[config.mk]
export PLATFORM = sky130hd
export DESIGN_NAME = fetch_unit_flat
export DESIGN_NICKNAME = d
export VERILOG_FILES = /design/src/rtl/fetch_unit_if.sv /design/src/rtl/fetch_unit.sv /design/src/flat_wrapper.sv
export SDC_FILE = /design/constraint.sdc
export NUM_CORES = 1
export LEC_CHECK = 0
export CAP_MARGIN = 20
export CELL_PAD_IN_SITES_DETAIL_PLACEMENT = 1
export CELL_PAD_IN_SITES_GLOBAL_PLACEMENT = 1
export CORE_ASPECT_RATIO = 1.1
export CORE_MARGIN = 2
export CORE_UTILIZATION = 45
export DETAILED_ROUTE_END_ITERATION = 6
export GPL_TIMING_DRIVEN = 0
export HOLD_SLACK_MARGIN = 0.06
export PLACE_DENSITY_LB_ADDON = 0.25
export SYNTH_ARGS = -nofsm -noshare
export SYNTH_HDL_FRONTEND = slang
export SYNTH_SLANG_ARGS = --single-unit
[constraint.sdc]
create_clock -name clk -period 3.95 [get_ports clk]
set_clock_uncertainty 0.15 [all_clocks]
set_input_delay 0.9875 -clock clk [delete_from_list [all_inputs] [get_ports clk]]
set_output_delay 0.9875 -clock clk [all_outputs]
set_load 0.03 [all_outputs]
[src/rtl/fetch_unit_if.sv]
// ------------------------------------------------------------------
// fetch_unit_if: i_cache CPU-side port and decode valid/ready port
// rev 1.0
// ------------------------------------------------------------------
`default_nettype none

interface fetch_unit_if #(
  parameter int ADDR_WIDTH = 32,
  parameter int DATA_WIDTH = 32
);
  logic [ADDR_WIDTH-1:0] ic_addr;
  logic                  ic_rd;
  logic [DATA_WIDTH-1:0] ic_rdata;
  logic                  ic_ready;
  logic                  if_valid;
  logic [ADDR_WIDTH-1:0] if_pc;
  logic [DATA_WIDTH-1:0] if_instr;
  logic                  if_ready;

  modport master (
    output ic_addr, ic_rd, if_valid, if_pc, if_instr,
    input  ic_rdata, ic_ready, if_ready
  );

  modport slave (
    input  ic_addr, ic_rd, if_valid, if_pc, if_instr,
    output ic_rdata, ic_ready, if_ready
  );
endinterface

`default_nettype wire

[src/rtl/fetch_unit.sv]
// ------------------------------------------------------------------
// fetch_unit: PC owner, single-outstanding i_cache fetch, {pc,instr} FIFO
// rev 1.0
// ------------------------------------------------------------------
`default_nettype none

module fetch_unit #(
  parameter int                    ADDR_WIDTH = 32,
  parameter int                    DATA_WIDTH = 32,
  parameter int                    FIFO_DEPTH = 4,
  parameter logic [ADDR_WIDTH-1:0] RESET_PC   = '0,
  parameter int                    PC_STEP    = 4
) (
  input  logic                  clk,
  input  logic                  rst_n,
  input  logic                  fetch_en,
  input  logic                  redirect_valid,
  input  logic [ADDR_WIDTH-1:0] redirect_pc,
  fetch_unit_if.master          bus,
  output logic                  fetch_busy
);

  localparam int              PW      = $clog2(FIFO_DEPTH);
  localparam int              CW      = PW + 1;
  localparam logic [CW-1:0]   DEPTH_C = CW'(FIFO_DEPTH);
  localparam logic [ADDR_WIDTH-1:0] STEP_C  = ADDR_WIDTH'(PC_STEP);
  localparam logic [ADDR_WIDTH-1:0] ALIGN_C = ~ADDR_WIDTH'(3);

  typedef enum logic [1:0] {S_IDLE, S_REQ, S_WAIT, S_KILL} state_t;

  state_t                state, state_next;
  logic [ADDR_WIDTH-1:0] pc, pc_next;
  logic [ADDR_WIDTH-1:0] req_addr, req_addr_next;
  logic                  req_rd, req_rd_next;

  logic [ADDR_WIDTH-1:0] pc_mem    [FIFO_DEPTH];
  logic [DATA_WIDTH-1:0] instr_mem [FIFO_DEPTH];
  logic [PW-1:0]         wr_ptr, rd_ptr;
  logic [CW-1:0]         cnt, cnt_next;
  logic                  push, pop, space;
  logic [ADDR_WIDTH-1:0] seq_pc;

  assign pop     = (cnt != '0) && bus.if_ready;
  assign push    = (state == S_WAIT) && bus.ic_ready && !redirect_valid;
  assign cnt_next = cnt + CW'(push) - CW'(pop);
  // Issuing only when the post-edge count has room guarantees the response a slot.
  assign space   = cnt_next < DEPTH_C;
  assign seq_pc  = req_addr + STEP_C;

  always_comb begin
    state_next    = state;
    pc_next       = pc;
    req_addr_next = req_addr;
    req_rd_next   = 1'b0;
    case (state)
      S_IDLE: begin
        if (fetch_en && space && !redirect_valid) begin
          state_next    = S_REQ;
          req_addr_next = pc;
          req_rd_next   = 1'b1;
        end
      end
      S_REQ: begin
        state_next = redirect_valid ? S_KILL : S_WAIT;
      end
      S_WAIT: begin
        if (bus.ic_ready) begin
          state_next = S_IDLE;
          if (!redirect_valid) begin
            pc_next = seq_pc;
            if (fetch_en && space) begin
              state_next    = S_REQ;
              req_addr_next = seq_pc;
              req_rd_next   = 1'b1;
            end
          end
        end else if (redirect_valid) begin
          state_next = S_KILL;
        end
      end
      S_KILL: begin
        if (bus.ic_ready) state_next = S_IDLE;
      end
      default: state_next = S_IDLE;
    endcase
    if (redirect_valid) pc_next = redirect_pc & ALIGN_C;
  end

  always_ff @(posedge clk or negedge rst_n) begin
    if (!rst_n) begin
      state    <= S_IDLE;
      pc       <= RESET_PC;
      req_addr <= RESET_PC;
      req_rd   <= 1'b0;
    end else begin
      state    <= state_next;
      pc       <= pc_next;
      req_addr <= req_addr_next;
      req_rd   <= req_rd_next;
    end
  end

  always_ff @(posedge clk or negedge rst_n) begin
    if (!rst_n) begin
      wr_ptr <= '0;
      rd_ptr <= '0;
      cnt    <= '0;
      for (int i = 0; i < FIFO_DEPTH; i++) begin
        pc_mem[i]    <= '0;
        instr_mem[i] <= '0;
      end
    end else if (redirect_valid) begin
      wr_ptr <= '0;
      rd_ptr <= '0;
      cnt    <= '0;
    end else begin
      if (push) begin
        pc_mem[wr_ptr]    <= req_addr;
        instr_mem[wr_ptr] <= bus.ic_rdata;
        wr_ptr            <= wr_ptr + PW'(1);
      end
      if (pop) rd_ptr <= rd_ptr + PW'(1);
      cnt <= cnt_next;
    end
  end

  assign bus.ic_addr  = req_addr;
  assign bus.ic_rd    = req_rd;
  assign bus.if_valid = (cnt != '0);
  assign bus.if_pc    = pc_mem[rd_ptr];
  assign bus.if_instr = instr_mem[rd_ptr];
  assign fetch_busy   = (state != S_IDLE);

endmodule

`default_nettype wire
[src/flat_wrapper.sv]
// flat-port wrapper written by rule: the top's interface ports become plain ports
module fetch_unit_flat 
#(
  parameter int                    ADDR_WIDTH = 32,
  parameter int                    DATA_WIDTH = 32,
  parameter int                    FIFO_DEPTH = 4,
  parameter logic [ADDR_WIDTH-1:0] RESET_PC   = '0,
  parameter int                    PC_STEP    = 4
)
  (clk, rst_n, fetch_en, redirect_valid, redirect_pc, fetch_busy, bus_ic_addr, bus_ic_rd, bus_if_valid, bus_if_pc, bus_if_instr, bus_ic_rdata, bus_ic_ready, bus_if_ready);
  fetch_unit_if #(.ADDR_WIDTH(ADDR_WIDTH), .DATA_WIDTH(DATA_WIDTH)) bus_i ();
  input  logic clk;
  input  logic rst_n;
  input  logic fetch_en;
  input  logic redirect_valid;
  input  logic [ADDR_WIDTH-1:0] redirect_pc;
  output logic fetch_busy;
  output wire logic [$bits(bus_i.ic_addr)-1:0] bus_ic_addr;
  output wire logic [$bits(bus_i.ic_rd)-1:0] bus_ic_rd;
  output wire logic [$bits(bus_i.if_valid)-1:0] bus_if_valid;
  output wire logic [$bits(bus_i.if_pc)-1:0] bus_if_pc;
  output wire logic [$bits(bus_i.if_instr)-1:0] bus_if_instr;
  input wire logic [$bits(bus_i.ic_rdata)-1:0] bus_ic_rdata;
  input wire logic [$bits(bus_i.ic_ready)-1:0] bus_ic_ready;
  input wire logic [$bits(bus_i.if_ready)-1:0] bus_if_ready;
  assign bus_ic_addr = bus_i.ic_addr;
  assign bus_ic_rd = bus_i.ic_rd;
  assign bus_if_valid = bus_i.if_valid;
  assign bus_if_pc = bus_i.if_pc;
  assign bus_if_instr = bus_i.if_instr;
  assign bus_i.ic_rdata = bus_ic_rdata;
  assign bus_i.ic_ready = bus_ic_ready;
  assign bus_i.if_ready = bus_if_ready;
  fetch_unit #(.ADDR_WIDTH(ADDR_WIDTH), .DATA_WIDTH(DATA_WIDTH), .FIFO_DEPTH(FIFO_DEPTH), .RESET_PC(RESET_PC), .PC_STEP(PC_STEP)) u_core (.clk(clk), .rst_n(rst_n), .fetch_en(fetch_en), .redirect_valid(redirect_valid), .redirect_pc(redirect_pc), .bus(bus_i), .fetch_busy(fetch_busy));
endmodule
==> run_results.csv, run 1 <==
group,metric,value,unit
outcome,status,"finished, final reports clean",
layout,final_layout_net_count,1398,
synthesis,ys_async_sr_fraction,100.0,%
floorplan,initial_utilization,45.58,%
clock_tree,worst_skew_pair.late_latency,530,ps
synthesis,yosysTopAreaCellShare,50.22,%
global_routing,grt_max_degree,117,
clock_tree,clock_sinks,330,
synthesis,syn-mean-instance-area,14.83,sq um
hold_path,min_path_type,"in2async",
setup_path,criticalPathCategory,"reg2out",
placement,place_inst,1765,
synthesis,synth_largest_area_cell,"dfrtp_1",
placement,portBuffers,166,
floorplan,die_area,0.03809,sq mm
setup_path,worst_path_most_repeated_cell,"buf_4",
setup_path,endpoint_kind,"output port",
drt,avgRoutedWirePerCell,23.20,um
synthesis,synth_flop_cell,"dfrtp_1",
drt,route.detailed.vias_per_inst,5.527,
drt,dr_total_vias,10150,
floorplan,dieHeight,204.5,um
global_routing,grt_antenna_before_repair,2,
synthesis,synth_seq_area_share,50.22,%
synthesis,synth_most_common_cell,"dfrtp_1",
drt,drt_pre_antenna_iters,5,
setup_path,critical-path-slowest-cell,"clkdlybuf4s50_1",
floorplan,area_of_the_placeable_core,0.03608,sq mm
pwr,static-leakage-power,0.009552,uW
sta,finalMaxSlewViolations,0,
synthesis,number_of_distinct_library_cell_variants_in_the_gate_level_netlist_after_synthesis,64,
setup_path,critical_path.reg2reg.startpoint,"u_core.cnt[1]$_DFF_PN0_",
sta,timing.final.crit_period,3823,ps
setup_path,cp_data_required_time,2810,ps
synthesis,synth_warnings,0,
clock_tree,numCtsBuffers,37,
placement,place.gp.congestion,0.8613,
sta,rsz0062_at_grt,"false",
setup_path,cp_arrival,2690,ps
global_routing,grt_util_all_layers,22.98,%
synthesis,syn_area,0.01644,sq mm
setup_path,crit_path_start_kind,"register",
pwr,pwr_density_cell,726.2,mW/mm^2
placement,place.detailed.hpwl,28250,um
drt,drc,0,
synthesis,yosys-top-cells-count,"dfrtp_1, mux2_4, nand2_1, mux4_2, clkbuf_1",
clock_tree,tritoncts,"done",
pwr,power,14630,uW
clock_tree,clk_path_buf_depth,3,
floorplan,boundaryPins,169,
global_routing,grt_first_pass_wirelength,66900,um
setup_path,crit_path_cell_trace,"buf_4 > buf_4 > mux4_2 > clkdlybuf4s50_1",
setup_path,cells_on_worst_reg2reg_path,13,
drt,drt_wl_total,42600,um
layout,area_delta_synth_final,22.52,%
sta,worst-slew-pin-transition,714.9,ps
layout,final.fill_count,3489,
sta,timing.fmax,261.6,MHz
global_routing,grt_pass1_vias,11320,
clock_tree,cts.root.buffer_cell,"clkbuf_16",
drt,detail_route.iter0.violations,534,
clock_tree,cts_hold_buf,0,
sta,part_of_the_cycle_the_worst_path_needs,96.78,%
synthesis,top_cells_by_area_synth,"dfrtp_1, mux2_4, mux4_2",
setup_path,critical_path.top_delay_family,"buffers and inverters",
flow_run,max-cap-violations,0,
floorplan,placementRows,73,
layout,layout_cells_excl_fill,1836,
floorplan,die_width,186.3,um
synthesis,number_of_enable_type_register_cells_in_the_synthesized_netlist,0,
setup_path,worstReg2RegEnd,"u_core.bus.ic_addr[9]$_DFFE_PN0P_",
synthesis,syn-num-nets,1187,
clock_tree,clkSlewWorstSetupHoldPaths,60,ps
setup_path,worst_path_largest_cell_delay,620,ps
clock_tree,ctsHtreeMaxLevel,2,
pwr,vdd.ir_drop.worst,0.3930,mV
setup_path,cp.buffers_inverters,3,
sta,timing.slew.headroom,52.34,%
synthesis,synth_cells,1109,
setup_path,ff2ff_setup_slack,360,ps
global_routing,globalRouteOverflowTotal,0,
layout,share_of_post_route_cells_with_drive_strength_above_1,35.39,%
setup_path,critical_path_peak_fanout,10,
sta,finalSetupViolations,0,
sta,hold_violations,0,
drt,final_antenna_net_count,0,
synthesis,yosys_register_bits,330,
-- through the flow --
stage          hold WS, ps  setup slack, ps  util (%)  instance area [sq um]  setup TNS, ps
6_report             136.2            127.2     55.84                  20150              0
5_1_grt              119.4            3.503     55.83                  20140              0
4_1_cts              109.7            11.83     55.72                  20100              0
2_1_floorplan        288.6            509.0         -                  16440              0
3_3_place_gp         304.3           -12940     51.87                  18710       -4279490
3_5_place_dp         324.8           -792.1     52.11                  18800         -19890
-- worst max path at each step --
stage                                            start                            endpoint  slack, ps  depth (start not counted)
after floorplan                         redirect_valid  u_core.bus.ic_addr[12]$_DFFE_PN0P_        510                         12
after global placement                           rst_n   u_core.bus.ic_addr[8]$_DFFE_PN0P_     -12940                          1
after detailed placement                  bus_ic_ready  u_core.bus.ic_addr[10]$_DFFE_PN0P_       -790                         15
after CTS                 u_core.rd_ptr[0]$_DFFE_PN0P_                       bus_if_pc[25]         10                          4
after global routing      u_core.rd_ptr[0]$_DFFE_PN0P_                       bus_if_pc[18]          4                          4
final                     u_core.rd_ptr[0]$_DFFE_PN0P_                       bus_if_pc[18]        130                          4
-- sequential cells by signal, summed over array words and instances, names as in the netlist --
signal,cells
u_core.bus.ic_addr,32
u_core.bus.ic_rd,1
u_core.cnt,3
u_core.instr_mem,128
u_core.pc,32
u_core.pc_mem,128
u_core.rd_ptr,2
u_core.state,2
u_core.wr_ptr,2
-- area by class of cell --
cell class | count | area (sq um) | area share [%]
inverter | 11 | 48.80 | 0.2422
sequential | 330 | 8258 | 40.99
clock inverter | 8 | 68.82 | 0.3416
clock buffer | 59 | 1171 | 5.813
tap | 487 | 609.3 | 3.024
antenna | 1 | 2.502 | 0.01242
timing repair buffer | 172 | 1774 | 8.806
multi-input combinational | 673 | 7576 | 37.60
buffer | 95 | 638.1 | 3.167
-- repair_timing --
action                                  in CTS  in global routing
endpoints found under the setup margin      83                 40
pin swaps                                    1                  1
resized for setup                           15                 15
buffers inserted                             3                  0
cloned                                       0                  0
-- worst reg2reg max path: cells and delay by family, from the launching register on --
kind,cells,cell delay (ps)
AND/OR/NAND/NOR,5,1180
adder cells (fa/ha/maj),3,820
flip-flops,1,450
buffers and inverters,3,420
XOR/XNOR,1,280
AO/OA/AOI/OAI,1,220
-- per-layer routing --
metal	wire length [um]	global-route usage [%]
met5	12	0
met4	845	5.821
met3	2010	3.635
met2	21330	39.15
met1	18400	30.64
-- power breakdown --
group          switching, uW  internal [uW]
clock network           1380           2100
logic                   3240           3100
registers                573           4250
total                   5190           9440
-- cells by family (layout without fill, tap and decap cells) --
| kind of cell | Yosys count | count (layout) | share of synthesized area (%) |
|---|---|---|---|
| other | 0 | 1 | 0 |
| and+or+nand+nor | 190 | 190 | 6.483 |
| adders and majority gates | 8 | 8 | 0.6544 |
| AOI/OAI and AO/OA | 110 | 110 | 4.292 |
| xor gates and xnor gates | 33 | 33 | 1.933 |
| buffers and inverters | 106 | 345 | 3.911 |
| muxes | 332 | 332 | 32.51 |
| DFF | 330 | 330 | 50.22 |
-- cell usage in the layout, fill, tap and decap left out, types with 3 or more instances in the layout --
master / netlist / routed
dfrtp_1: 330 / 330
mux2_4: 240 / 240
clkdlybuf4s50_1: 0 / 164
nand2_1: 72 / 72
mux4_2: 64 / 64
clkbuf_1: 37 / 40
clkbuf_16: 0 / 39
o21ai_0: 33 / 32
nor2_1: 32 / 31
a21oi_1: 25 / 25
buf_6: 24 / 24
xnor2_1: 21 / 21
mux2_2: 16 / 16
buf_2: 22 / 15
buf_4: 5 / 14
nand3_1: 14 / 14
nor3_1: 14 / 14
mux2i_1: 12 / 12
clkbuf_8: 0 / 12
o221ai_1: 11 / 11
xor2_1: 10 / 10
inv_1: 10 / 9
and3_1: 9 / 9
o22ai_1: 9 / 9
nand4_1: 7 / 7
ha_1: 7 / 7
clkbuf_2: 0 / 6
nor3_2: 6 / 6
clkinv_2: 0 / 6
and4_1: 5 / 5
nor3b_1: 5 / 5
a311oi_1: 8 / 5
nand2_8: 4 / 4
a31oi_1: 4 / 4
or3_1: 3 / 3
and2_1: 3 / 3
a311oi_2: 0 / 3
buf_16: 0 / 3
Note: power is estimated with default switching activity, not from simulation.
==> inputs of run 2 (changes only) <==
--- a/config.mk
+++ b/config.mk
@@ -5,6 +5,7 @@
 export SDC_FILE = /design/constraint.sdc
 export NUM_CORES = 1
 export LEC_CHECK = 0
+export ABC_CLOCK_PERIOD_IN_PS = 3950
 export CAP_MARGIN = 20
 export CELL_PAD_IN_SITES_DETAIL_PLACEMENT = 1
 export CELL_PAD_IN_SITES_GLOBAL_PLACEMENT = 1
==> results of run 2 <==
Final layout, timing and power as in run 1 (identical DEF).
==> inputs of run 3 (changes only) <==
--- a/config.mk
+++ b/config.mk
@@ -16,6 +16,7 @@
 export GPL_TIMING_DRIVEN = 0
 export HOLD_SLACK_MARGIN = 0.06
 export PLACE_DENSITY_LB_ADDON = 0.25
+export RECOVER_POWER = 25
 export SYNTH_ARGS = -nofsm -noshare
 export SYNTH_HDL_FRONTEND = slang
 export SYNTH_SLANG_ARGS = --single-unit
==> run 3 against run 2 <==
Net effect: the run now ends with max-capacitance violations, max-slew violations left; core utilization shrank 0.14 points; power is essentially flat; sequential cell count is the same; sequential share of layout area grew 0.10 points; sequential power is essentially flat; combinational power is essentially flat; fmax is essentially flat; first-iteration DRC count shrank 5.2%; critical endpoint is now bus_if_pc[19].
==> run_results.csv, run 3 (same netlist as run 1, synthesis figures left out) <==
group,metric,value,unit
drt,avgRoutedWirePerCell,23.20,um
layout,final_layout_net_count,1398,
layout,layout_commonest_cell,"dfrtp_1",
placement,post_dp_cell_area,0.01880,sq mm
setup_path,cp_data_required_time,2810,ps
clock_tree,cts.root.buffer_cell,"clkbuf_16",
clock_tree,worst_skew_pair.late_latency,530,ps
layout,area_delta_synth_final,22.21,%
sta,finalSetupViolations,0,
floorplan,boundaryPins,169,
flow_run,max-cap-violations,1,
setup_path,critical_path.reg2reg.startpoint,"u_core.cnt[1]$_DFF_PN0_",
outcome,failed_checks,"max-capacitance violations, max-slew violations",
drt,drc,0,
layout,finalInstanceArea,0.02010,sq mm
placement,place.detailed.hpwl,28250,um
sta,part_of_the_cycle_the_worst_path_needs,96.77,%
global_routing,grt_first_pass_wirelength,66900,um
drt,dr_total_vias,10160,
drt,final_antenna_net_count,0,
layout,final.fill_count,3494,
pwr,vdd.ir_drop.worst,0.3936,mV
drt,detail_route.iter0.violations,506,
global_routing,grt_max_degree,117,
sta,timing.final.crit_period,3822,ps
placement,place.gp.congestion,0.8613,
hold_path,timing.hold.worst.start,"u_core.pc[1]$_DFFE_PN0P_",
clock_tree,numCtsBuffers,37,
floorplan,die_area,0.03809,sq mm
drt,drt_wl_total,42600,um
layout,fin_util,55.70,%
floorplan,dieHeight,204.5,um
clock_tree,clkSlewWorstSetupHoldPaths,60,ps
setup_path,worstSetupStartpoint,"u_core.rd_ptr[0]$_DFFE_PN0P_",
global_routing,grt_antenna_before_repair,2,
placement,portBuffers,166,
layout,most_frequent_cells_in_the_layout,"dfrtp_1, mux2_4, clkdlybuf4s50_1",
clock_tree,tritoncts,"done",
floorplan,initial_utilization,45.58,%
sta,timing.slew.headroom,-10.46,%
setup_path,endpoint_kind,"output port",
drt,route.detailed.vias_per_inst,5.534,
sta,finalMaxSlewViolations,117,
setup_path,critical_path_peak_fanout,10,
outcome,status,"finished with violations",
sta,worst-slew-pin-transition,1657,ps
floorplan,area_of_the_placeable_core,0.03608,sq mm
drt,drt_pre_antenna_iters,5,
floorplan,placementRows,73,
setup_path,cp_arrival,2680,ps
clock_tree,ctsHtreeMaxLevel,2,
sta,whs,333.1,ps
floorplan,die_width,186.3,um
setup_path,criticalPathCategory,"reg2out",
sta,hold_violations,0,
pwr,static-leakage-power,0.009530,uW
sta,rsz0062_at_grt,"false",
global_routing,grt_util_all_layers,22.98,%
global_routing,grt_pass1_vias,11320,
layout,reg_top3,"u_core.instr_mem (128), u_core.pc_mem (128)",
clock_tree,clk_path_buf_depth,3,
setup_path,crit_path_start_kind,"register",
sta,timing.fmax,261.6,MHz
hold_path,min_path_type,"reg2reg",
layout,share_of_post_route_cells_with_drive_strength_above_1,35.31,%
pwr,pwr_density_cell,728.1,mW/mm^2
clock_tree,clock_sinks,330,
global_routing,globalRouteOverflowTotal,0,
## run 3: changes by cell type in the layout (fill, tap and decap cells not counted)
cell / change
buf_16: -2
clkbuf_4: +2
buf_8: -1
clkbuf_1: +1
## run 3: layer usage
layer	track usage (%)	part of all wire (%)
met3	3.635	4.5
met2	39.15	50
met1	30.64	43
met5	0	0.028
met4	5.821	2.0
## run 3: final cells by class
| type | count | area, sq um | area share (%) |
|---|---|---|---|
| Sequential cell | 330 | 8258 | 41.09 |
| Multi-Input combinational cell | 673 | 7576 | 37.70 |
| Timing Repair Buffer | 172 | 1723 | 8.574 |
| Clock buffer | 59 | 1171 | 5.828 |
| Buffer | 95 | 638.1 | 3.175 |
| Tap cell | 487 | 609.3 | 3.032 |
| Clock inverter | 8 | 68.82 | 0.3424 |
| Inverter | 11 | 48.80 | 0.2428 |
| Antenna cell | 1 | 2.502 | 0.01245 |
## run 3: worst paths after layout
path                                                      to  slack, ps  cells after the start
max                                            bus_if_pc[19]        130                      4
min                        u_core.bus.ic_addr[1]$_DFFE_PN0P_        330                      2
max reg2reg                u_core.bus.ic_addr[9]$_DFFE_PN0P_        340                     13
min reg2reg                u_core.bus.ic_addr[1]$_DFFE_PN0P_        330                      2
max in group asynchronous      u_core.pc_mem[33]$_DFFE_PN0P_        970                      3
min in group asynchronous  u_core.instr_mem[116]$_DFFE_PN0P_        410                      1
## run 3: report_power, final
group / switching, uW / leakage (uW) / internal [uW]
Combinational: 3240 / 0.00455 / 3090
Clock: 1380 / 0.000618 / 2100
Sequential: 575 / 0.00436 / 4250
Total: 5200 / 0.00953 / 9440
## run 3: critical path: stages, from the launching register on
cell and delay (ps):
dfrtp_1 380, buf_4 250, buf_4 300, mux4_2 600, clkdlybuf4s50_1 620
## run 3: what timing repair did
| item | CTS | global route |
|---|---|---|
| hold buffers | 0 | 0 |
| buffers inserted | 3 | 0 |
| gates resized for setup | 15 | 15 |
| pin swaps | 1 | 1 |
| endpoints found under the setup margin | 83 | 40 |
## run 3: stage by stage
stage                      TNS, ps  setup WS, ps  std cells  power, uW
after global routing             0         3.503       1835      15360
after CTS                        0         11.83       1835      14760
final                            0         127.5       1836      14630
after global placement    -4279490        -12940       1762      10980
after floorplan                  0         509.0       1109       8928
after detailed placement    -19890        -792.1       1765      11130
